===== src/rtl/key_reader.sv =====
`default_nettype none
// +--------------------------------------------------------------------------+
// | key_reader: keypad handshake and two-operand entry for a calculator.      |
// | Optional macro KEYRD_HOLD_EN turns KeyRd into a level acknowledge.        |
// | Revision: 1.0                                                             |
// +--------------------------------------------------------------------------+
module key_reader #(
    parameter int MAX_DIGITS = 5
) (
    input  logic        clk,
    input  logic        RST,
    input  logic        KeyRdy,
    output logic        KeyRd,
    input  logic [3:0]  keypad_input,
    input  logic [2:0]  operator_input,
    input  logic        equal_input,
    output logic [15:0] op_a,
    output logic [15:0] op_b,
    output logic [2:0]  opcode,
    output logic        calc_valid,
    input  logic        calc_ready,
    output logic [15:0] display,
    output logic        entry_ovf
);
    localparam int                 c_CNT_W   = $clog2(MAX_DIGITS + 1);
    localparam logic [c_CNT_W-1:0] c_MAX_CNT = c_CNT_W'(MAX_DIGITS);

    typedef enum logic [1:0] {
        HS_IDLE     = 2'd0,
        HS_ACK      = 2'd1,
        HS_WAIT_LOW = 2'd2
    } hs_state_t;

    typedef enum logic [1:0] {
        EN_A     = 2'd0,
        EN_B     = 2'd1,
        EN_ISSUE = 2'd2
    } en_state_t;

    hs_state_t          r_hs;
    en_state_t          r_en;
    logic               r_a_neg, r_b_neg;
    logic [14:0]        r_a_mag, r_b_mag;
    logic [c_CNT_W-1:0] r_a_cnt, r_b_cnt;
    logic [15:0]        r_op_a, r_op_b;
    logic [2:0]         r_opcode;
    logic               r_calc_valid;
    logic               r_keyrd;
    logic               r_ovf;

    logic               w_key_accept;
    logic               w_is_equal;
    logic               w_is_op;
    logic               w_is_arith;
    logic [14:0]        w_cur_mag;
    logic [c_CNT_W-1:0] w_cur_cnt;
    logic [19:0]        w_next_mag;
    logic               w_digit_ok;

    // Two's-complement of sign/magnitude; a negative zero naturally yields 0.
    function automatic logic [15:0] f_signed(input logic neg, input logic [14:0] mag);
        return neg ? (16'd0 - {1'b0, mag}) : {1'b0, mag};
    endfunction

    assign w_key_accept = (r_hs == HS_IDLE) && KeyRdy && (r_en != EN_ISSUE);
    assign w_is_equal   = equal_input;
    assign w_is_op      = !equal_input && (operator_input != 3'b000);
    assign w_is_arith   = (operator_input == 3'b010) || (operator_input == 3'b011) ||
                          (operator_input == 3'b100);
    assign w_cur_mag    = (r_en == EN_A) ? r_a_mag : r_b_mag;
    assign w_cur_cnt    = (r_en == EN_A) ? r_a_cnt : r_b_cnt;
    assign w_next_mag   = ({5'd0, w_cur_mag} * 20'd10) + {16'd0, keypad_input};
    assign w_digit_ok   = (w_cur_cnt < c_MAX_CNT) && (w_next_mag <= 20'd32767);

    always_ff @(posedge clk or posedge RST) begin
        if (RST) begin
            r_hs         <= HS_IDLE;
            r_en         <= EN_A;
            r_a_neg      <= 1'b0;
            r_a_mag      <= 15'd0;
            r_a_cnt      <= '0;
            r_b_neg      <= 1'b0;
            r_b_mag      <= 15'd0;
            r_b_cnt      <= '0;
            r_op_a       <= 16'd0;
            r_op_b       <= 16'd0;
            r_opcode     <= 3'b000;
            r_calc_valid <= 1'b0;
            r_keyrd      <= 1'b0;
            r_ovf        <= 1'b0;
        end else begin
            r_ovf <= 1'b0;

            case (r_hs)
                HS_IDLE: begin
                    if (w_key_accept) begin
                        r_hs    <= HS_ACK;
                        r_keyrd <= 1'b1;
                    end
                end
                HS_ACK: begin
                    r_hs <= HS_WAIT_LOW;
`ifdef KEYRD_HOLD_EN
                    r_keyrd <= 1'b1;
`else
                    r_keyrd <= 1'b0;
`endif
                end
                HS_WAIT_LOW: begin
                    if (!KeyRdy) begin
                        r_hs    <= HS_IDLE;
                        r_keyrd <= 1'b0;
                    end
                end
                default: begin
                    r_hs    <= HS_IDLE;
                    r_keyrd <= 1'b0;
                end
            endcase

            // Keys cannot arrive in ISSUE, so the two branches never overlap.
            if (r_en == EN_ISSUE) begin
                if (calc_ready) begin
                    r_en         <= EN_A;
                    r_calc_valid <= 1'b0;
                    r_a_neg      <= 1'b0;
                    r_a_mag      <= 15'd0;
                    r_a_cnt      <= '0;
                    r_b_neg      <= 1'b0;
                    r_b_mag      <= 15'd0;
                    r_b_cnt      <= '0;
                    r_op_a       <= 16'd0;
                    r_op_b       <= 16'd0;
                    r_opcode     <= 3'b000;
                end
            end else if (w_key_accept) begin
                if (w_is_equal) begin
                    if (r_en == EN_B) begin
                        r_op_b       <= f_signed(r_b_neg, r_b_mag);
                        r_calc_valid <= 1'b1;
                        r_en         <= EN_ISSUE;
                    end
                end else if (w_is_op) begin
                    if (operator_input == 3'b001) begin
                        if (r_en == EN_A) r_a_neg <= !r_a_neg;
                        else              r_b_neg <= !r_b_neg;
                    end else if (w_is_arith) begin
                        if (r_en == EN_A) begin
                            r_op_a   <= f_signed(r_a_neg, r_a_mag);
                            r_opcode <= operator_input;
                            r_b_neg  <= 1'b0;
                            r_b_mag  <= 15'd0;
                            r_b_cnt  <= '0;
                            r_en     <= EN_B;
                        end else if (r_b_cnt == '0) begin
                            r_opcode <= operator_input;
                        end
                    end
                end else if (w_digit_ok) begin
                    if (r_en == EN_A) begin
                        r_a_mag <= w_next_mag[14:0];
                        r_a_cnt <= r_a_cnt + c_CNT_W'(1);
                    end else begin
                        r_b_mag <= w_next_mag[14:0];
                        r_b_cnt <= r_b_cnt + c_CNT_W'(1);
                    end
                end else begin
                    r_ovf <= 1'b1;
                end
            end
        end
    end

    assign KeyRd      = r_keyrd;
    assign op_a       = r_op_a;
    assign op_b       = r_op_b;
    assign opcode     = r_opcode;
    assign calc_valid = r_calc_valid;
    assign entry_ovf  = r_ovf;
    assign display    = (r_en == EN_A) ? f_signed(r_a_neg, r_a_mag) : f_signed(r_b_neg, r_b_mag);

endmodule
`default_nettype wire


===== config.mk =====
export PLATFORM = sky130hd
export DESIGN_NAME = key_reader
export DESIGN_NICKNAME = d
export VERILOG_FILES = /design/src/rtl/key_reader.sv
export SDC_FILE = /design/constraint.sdc
export NUM_CORES = 1
export LEC_CHECK = 0
export ABC_AREA = 1
export CAP_MARGIN = 20
export CORE_UTILIZATION = 30
export DETAILED_ROUTE_END_ITERATION = 6
export HOLD_SLACK_MARGIN = 0.12
export PLACE_DENSITY = 0.49
export SYNTH_ARGS = -nofsm -noshare
export SYNTH_HDL_FRONTEND = slang
export SYNTH_SLANG_ARGS = --single-unit

===== constraint.sdc =====
create_clock -name clk -period 9.48 [get_ports clk]
set_input_delay 1.896 -clock clk [delete_from_list [all_inputs] [get_ports clk]]
set_output_delay 1.896 -clock clk [all_outputs]
set_load 0.05 [all_outputs]

==> results of run 1 <==
==> layer usage <==
layer / vias to the layer above / GRT usage, % / routed length [um]
met5: - / 0 / 0
met4: 0 / 4.09 / 213
met3: 12 / 2.17 / 609
met2: 95 / 29.6 / 7950
met1: 2605 / 25.9 / 9090
li1: 2898 / - / -
==> stage by stage <==
step	instances	instance area [um^2]	worst slack (ns)	utilization (%)	hold slack (ns)
after global routing	1182	7220	3.37	37.0	0.525
final	1182	7220	3.95	37.0	0.482
after global placement	1165	6900	3.91	35.3	0.456
after detailed placement	1165	6900	3.87	35.3	0.470
after CTS	1181	7190	3.85	36.8	0.484
after floorplan	855	6000	4.61	-	0.442
==> placed cells by master, fill, tap and decap left out, drive strengths merged, types with 27 or more instances in the layout <==
cell type	Yosys	final
clkdlybuf4s50	0	65
dfrtp	79	79
ha	34	34
inv	108	107
nand2	238	238
nand3	65	65
nand4	27	27
nor2	78	78
o21ai	99	99
xor2	31	31
==> cell families after synthesis <==
kind of cell | after synthesis | share of synthesized area, %
and+or+nand+nor | 427 | 31.5
AOI/OAI and AO/OA | 135 | 12.3
buffers and inverters | 134 | 8.84
DFF | 79 | 33.0
xor gates and xnor gates | 41 | 6.11
adders and majority gates | 36 | 7.76
muxes | 3 | 0.501
==> flip-flops by register name (all words and copies together), names as in the netlist <==
| name | cells |
|---|---|
| entry_ovf | 1 |
| op_b | 16 |
| KeyRd | 1 |
| r_b_neg | 1 |
| r_a_cnt | 3 |
| r_b_mag | 15 |
| opcode | 3 |
| calc_valid | 1 |
| op_a | 16 |
| r_en | 2 |
| r_b_cnt | 3 |
| r_a_mag | 15 |
| r_a_neg | 1 |
| r_hs | 1 |
==> cell type report <==
type,instances,area (um^2)
Multi-Input combinational cell,642,3490
Timing Repair Buffer,72,723
Fill cell,2127,12300
Tap cell,265,332
Inverter,108,407
Clock buffer,13,250
Sequential cell,79,1980
Clock inverter,3,42.5
==> worst paths after layout <==
| check | end | slack [ns] | depth (start not counted) |
|---|---|---|---|
| min in group asynchronous | r_a_mag[11] | 1.86 | 3 |
| setup / recovery | r_a_mag[0] | 3.95 | 21 |
| hold / removal | KeyRd | 0.48 | 1 |
| hold reg to reg | KeyRd | 0.48 | 1 |
| max in group asynchronous | r_b_mag[7] | 7.03 | 4 |
| setup reg to reg | r_a_mag[0] | 3.95 | 21 |
==> flow_summary.ini, run 1 <==
[outcome]
status = complete, no violations

[timing]
relSlewSlack_pct = 31.4
timing.final.crit_share_pct = 58.4
drv_slew = 0
setup_tns_ns = 0
worst_pin_slew_ns = 1.03
rsz0062_at_grt = no
finalSetupViolations = 0
layout_min_cycle_time_ns = 5.53
skew_ns = 0.00558
fmax_ghz = 0.181
hold_violations = 0

[critical_path]
cp-startpoint = r_en[0]
worstSetupStartpointType = flop
cpLargestDelayFamily = simple AND/OR/NAND/NOR gates
crit_fanout = 26
worst_path_largest_cell_delay_ns = 0.75
crit_buf_inv = 2
cp_slowest_cell = nor2_2
worstReg2RegStart = r_en[0]
critPathArrivalTime_ns = 5.81
cpMostUsedCell = nand2_1
cp-end-kind = flop
crit_required_ns = 9.75
critPathKind = reg -> reg
worstPathCellList = inv_1, ha_1, inv_1, o21ai_0, ha_1, ha_1, fa_1, nand2_1, nor2_1, nand2_1, nand2_1, nand2_1, nor2_2, nand3_1, nor2_2, nand3_2, nor2_1, nor2_1, nor2_2, nand4_1, nand2_1

[clock_network]
cts_tree = built
clk_pin_slew_ns = 0.06
cts_made_buffers = 9
cts_root_buf = clkbuf_16
insertion_delay_ns = 0.34
cts_setup_buffers = 0
cts-htree-levels = 3
cts_hold_buffers = 0
cts_resized = 0
clock-sinks = 79
cts_buffer_depth = 2

[yosys]
synth-seq-area-share_pct = 33.0
synth_nets = 903
synthesis.instances = 855
syn_area_mm2 = 0.00600
synth_enable_flop_cells = 0
yosys-top-cells-area = dfrtp_1 (33%), nand2_1 (14%), o21ai_0 (8.1%)
synth_warnings = 0
synth_ff_type = dfrtp_1
yosysMostFrequentCell = nand2_1
ys_types = 46
yosysTopAreaCellShare_pct = 33.0
ys_ff_latch = 79
synthArstFlopShare_pct = 100
synth_area_per_cell_um2 = 7.02
synth_top_area_cell = dfrtp_1
ys_top_cells_by_count = nand2_1 (230), inv_1 (106), o21ai_0 (97)

[worst_hold_path]
hold_path.class = reg -> reg
hp-start = r_hs[1]

[floorplanning]
num_rows = 51
dieArea_mm2 = 0.0206
die_h_um = 143
io_pins = 66
fp.coreArea_mm2 = 0.0195
start_util_pct = 30.7
die_x_um = 143

[drt]
drt_drc_violations_left = 0
vias = 5610
wl_um = 17900
dr.pass1.iters = 4
drtIter0Drc = 284
antenna_left = 0
post_drt_wl_per_cell_um = 15.1
routed_via_density = 4.75

[placement]
globalplace.congestion = 0.796
dpl.hpwl_um = 13700
io_buffers = 65

[global_route]
antenna_found_initial = 0
grt_max_degree = 80
grt_pass1_vias = 5399
grt_pass1_wl_um = 29000
track_usage_pct = 18.3
overflow = 0

[cells_and_area]
drive_gt1_share_pct = 5.67
syn2layout_area_growth_pct = 20.4
antenna_cells = 0
final_nets = 960

[flow_run]
cap_violations = 0
Power of run 1 is not shown: default switching activity piles up to over one toggle a cycle in this logic, so the estimate is an artifact.
==> run 2, diff against run 1 <==
==> constraint.sdc (replaced) <==
create_clock -name clk -period 5.57 [get_ports clk]
set_input_delay 1.114 -clock clk [delete_from_list [all_inputs] [get_ports clk]]
set_output_delay 1.114 -clock clk [all_outputs]
set_load 0.05 [all_outputs]
==> flow_summary.ini, run 2 (synthesis results as in run 1) <==
[outcome]
status = complete, no violations

[timing]
timing.final.crit_share_pct = 80.7
layout_min_cycle_time_ns = 4.50
hold_violations = 0
rsz0062_at_grt = no
setup_tns_ns = 0
worst_pin_slew_ns = 0.970
relSlewSlack_pct = 34.6
skew_ns = 0.00908
finalSetupViolations = 0
fmax_ghz = 0.222
drv_slew = 0

[worst_hold_path]
hp-start = r_b_mag[14]
hold_path.class = reg -> reg
whs_endpoint = r_b_mag[14]
whs_path_depth = 2

[clock_network]
insertion_delay_ns = 0.34
cts-htree-levels = 3
clk_pin_slew_ns = 0.06
cts_root_buf = clkbuf_16
cts_resized = 0
cts_setup_buffers = 0
cts_tree = built
clock-sinks = 79
cts_buffer_depth = 2
cts_hold_buffers = 0
cts_made_buffers = 9

[critical_path]
worst_path_largest_cell_delay_ns = 0.73
worstPathCellList = inv_1, ha_1, inv_1, nor3_1, inv_1, nor2_1, nand3_1, o31ai_1, o21ai_0, xor2_1, mux2i_1, clkdlybuf4s50_1
r2r-end = r_b_mag[2]
crit_buf_inv = 4
cp-end-kind = output pin
reg2regPathDepth = 22
reg2reg_slack_ns = 1.17
worstReg2RegStart = r_en[0]
crit_required_ns = 4.46
cpMostUsedCell = inv_1
cpLargestDelayFamily = buffers and inverters
critPathArrivalTime_ns = 3.38
cp_slowest_cell = clkdlybuf4s50_1
critPathKind = reg -> out
worstSetupStartpointType = flop
crit_fanout = 3

[global_route]
track_usage_pct = 18.6
grt_pass1_vias = 5365
grt_max_degree = 47
overflow = 0
antenna_found_initial = 0
grt_pass1_wl_um = 29100

[placement]
globalplace.congestion = 0.769
io_buffers = 65
dpl.hpwl_um = 14100
placed_cell_area_mm2 = 0.00692
placedCellCount = 1168

[drt]
drtIter0Drc = 351
routed_via_density = 4.74
post_drt_wl_per_cell_um = 15.2
dr.pass1.iters = 5
drt_drc_violations_left = 0
vias = 5607
antenna_left = 0
wl_um = 18000

[floorplanning]
start_util_pct = 30.7
die_x_um = 143
fp.coreArea_mm2 = 0.0195
die_h_um = 143
num_rows = 51
dieArea_mm2 = 0.0206
io_pins = 66

[cells_and_area]
drive_gt1_share_pct = 6.00
final_area_mm2 = 0.00724
antenna_cells = 0
final_cell_mix = nand2_1 (230), inv_1 (105), o21ai_0 (97), dfrtp_1 (79), nor2_1 (68)
fin_cells = 1182
utilization_pct = 37.1
final_nets = 962
layout_commonest_cell = nand2_1
syn2layout_area_growth_pct = 20.8

[flow_run]
cap_violations = 0
==> run 2: cell types whose count changed in the layout (fill, tap and decap cells not counted) <==
cell and change:
clkbuf_8 +1, clkinv_2 -1, buf_4 +3, bufinv_16 +1, buf_16 -1, clkbuf_1 -3
==> run 2: worst max-delay path by stage <==
| stage | startpoint | endpoint | slack, ns | cells past startpoint |
|---|---|---|---|---|
| 2_1_floorplan | r_en[0] | r_b_mag[4] | 0.70 | 26 |
| 3_3_place_gp | r_en[0] | r_b_cnt[2] | 1.23 | 22 |
| 3_5_place_dp | r_en[0] | r_b_mag[2] | 1.21 | 22 |
| 4_1_cts | r_b_mag[0] | display[14] | 1.04 | 12 |
| 5_1_grt | r_en[0] | r_b_mag[2] | 0.60 | 22 |
| 6_report | r_b_mag[0] | display[14] | 1.07 | 12 |
==> run 2: final cells by class <==
type                       count  area [um^2]
inverter                     108          407
sequential                    79         1980
tap                          265          332
timing repair buffer          74          718
clock buffer                  11          253
clock inverter                 3         67.6
fill                        2106        12300
multi-input combinational    642         3490
==> run 2: worst register-to-register path: stages, from the launching register on <==
cell and delay [ns]:
dfrtp_1 0.38, inv_1 0.09, ha_1 0.22, buf_4 0.22, o21ai_0 0.51, ha_1 0.35, ha_1 0.24, fa_1 0.56
nand2_1 0.06, nor2_1 0.09, nand2_1 0.07, nand2_1 0.07, nand2_1 0.07, nor2_2 0.12, nand3_1 0.13, nor2_2 0.21
nand3_2 0.13, o21ai_1 0.17, nand2_2 0.11, nand2_4 0.13, nand2_4 0.16, nand2_1 0.13, nand2_1 0.06
==> run 2: per-stage QoR <==
stage,setup slack [ns],hold WS (ns)
after floorplan,0.701,0.442
after global placement,1.23,0.455
after detailed placement,1.21,0.459
after CTS,1.04,0.473
after global routing,0.605,0.493
final,1.07,0.473
==> run 2: metal layers <==
layer | global-route usage [%] | wire (um) | vias to the layer above
met1 | 26.1 | 9040 | 2603
met3 | 2.33 | 588 | 10
met5 | 0 | 0 | -
met2 | 30.1 | 8130 | 96
li1 | - | - | 2898
met4 | 4.42 | 206 | 0
Power of run 2 is left out for the same reason.
==> run 3, diff against run 2 <==
==> constraint.sdc (replaced) <==
create_clock -name clk -period 4.19 [get_ports clk]
set_input_delay 0.838 -clock clk [delete_from_list [all_inputs] [get_ports clk]]
set_output_delay 0.838 -clock clk [all_outputs]
set_load 0.05 [all_outputs]
==> flow_summary.ini, run 3 (synthesis results as in run 1) <==
[outcome]
status = complete, no violations

[critical_path]
critPathKind = reg -> reg
critPathArrivalTime_ns = 4.16
worstSetupEndpoint = r_a_mag[8]
worstSetupStartpointType = flop
worstReg2RegStart = r_en[0]
crit_fanout = 8
r2r-end = r_a_mag[8]
reg2reg_slack_ns = 0.27
crit_required_ns = 4.43
cp-end-kind = flop
reg2regPathDepth = 23
cp-startpoint = r_en[0]

[placement]
dpl.hpwl_um = 14500
io_buffers = 65
globalplace.congestion = 0.844
placedCellCount = 1194

[floorplanning]
num_rows = 51
die_x_um = 143
dieArea_mm2 = 0.0206
die_h_um = 143
io_pins = 66
fp.coreArea_mm2 = 0.0195
start_util_pct = 30.7

[timing]
finalSetupViolations = 0
layout_min_cycle_time_ns = 3.92
skew_ns = 0.00911
relSlewSlack_pct = 48.0
fmax_ghz = 0.255
rsz0062_at_grt = no
drv_slew = 0
timing.final.crit_share_pct = 93.5
hold_violations = 0
whs_ns = 0.473
worst_pin_slew_ns = 0.779

[drt]
wl_um = 18000
post_drt_wl_per_cell_um = 14.9
routed_via_density = 4.67
highest_layer = met4
dr_wl_met2_um = 8050
wl_met3_um = 587
drtIter0Drc = 242
vias = 5660
antenna_left = 0
dr.pass1.iters = 5
drt_drc_violations_left = 0
drt-met1-wl_um = 9020

[flow_run]
cap_violations = 0

[cells_and_area]
final_cell_mix = nand2_1 (227), inv_1 (102), o21ai_0 (91), dfrtp_1 (79), nor2_1 (67)
drive_gt1_share_pct = 10.9
final_nets = 990
antenna_cells = 0
layout_commonest_cell = nand2_1
syn2layout_area_growth_pct = 25.2
fin_cells = 1212
nFillCells = 2118

[global_route]
grt_pass1_vias = 5363
grt_max_degree = 35
grt_pass1_wl_um = 29000
antenna_found_initial = 0
overflow = 0
track_usage_pct = 18.5

[worst_hold_path]
hold_path.class = reg -> reg

[clock_network]
cts_buffer_depth = 2
cts_root_buf = clkbuf_16
clk_pin_slew_ns = 0.07
cts_tree = built
clock-sinks = 79
cts_hold_buffers = 0
cts-htree-levels = 3
insertion_delay_ns = 0.35
cts_made_buffers = 9
## run 3: per-layer routing
metal | global-route usage [%] | vias to the layer above
met5 | 0 | -
met4 | 6.44 | 0
met3 | 1.50 | 17
met2 | 30.0 | 115
met1 | 25.8 | 2567
li1 | - | 2961
## run 3: how the worst min path moves through the flow
stage	start	endpoint	slack [ns]	depth (start not counted)
2_1_floorplan	r_b_mag[14]	r_b_mag[14]	0.44	2
3_3_place_gp	r_b_mag[14]	r_b_mag[14]	0.46	2
3_5_place_dp	r_b_mag[14]	r_b_mag[14]	0.46	2
4_1_cts	r_b_mag[14]	r_b_mag[14]	0.47	2
5_1_grt	r_hs[1]	KeyRd	0.51	1
6_report	r_b_mag[14]	r_b_mag[14]	0.47	2
## run 3: worst max-delay path, stage by stage (launching register included)
cell and delay, ns:
dfrtp_1 0.41, inv_2 0.08, ha_4 0.19, o21ai_0 0.49
ha_1 0.38, fa_1 0.62, nand2_1 0.06, nor2_1 0.08
nand2_1 0.07, nand2_1 0.06, nand2_1 0.07, nor2_2 0.12
nand3_1 0.14, nor2_2 0.18, nand2_1 0.09, nand2_1 0.07
nand2_1 0.07, inv_2 0.05, nor2_2 0.03, nand2_2 0.10
nand2_4 0.09, buf_4 0.17, nand3_1 0.10, nand2_1 0.06
## run 3: repair_timing
item                       CTS  global route
setup endpoints to repair   36            40
pin swaps                    0             1
gates resized for setup      1            25
buffers inserted             0             2
## run 3: layout make-up
type | instances | area, um^2 | share of cell area (%)
timing repair buffer | 102 | 942 | 12.5
sequential | 79 | 1980 | 26.3
clock buffer | 9 | 225 | 3.00
multi-input combinational | 642 | 3560 | 47.4
tap | 265 | 332 | 4.41
inverter | 108 | 407 | 5.41
clock inverter | 7 | 65.1 | 0.866
## run 3: metrics by stage
step	setup WS, ns	cell area (um^2)	util (%)	setup TNS, ns
finish	0.271	7510	38.5	0
global route	0.00627	7510	38.5	0
CTS	0.0433	7420	38.0	0
detailed placement	-0.0229	7130	36.5	-0.183
global placement	0.0645	7130	36.5	0
floorplan	0.0275	6000	-	0
Power of run 3 is left out for the same reason.
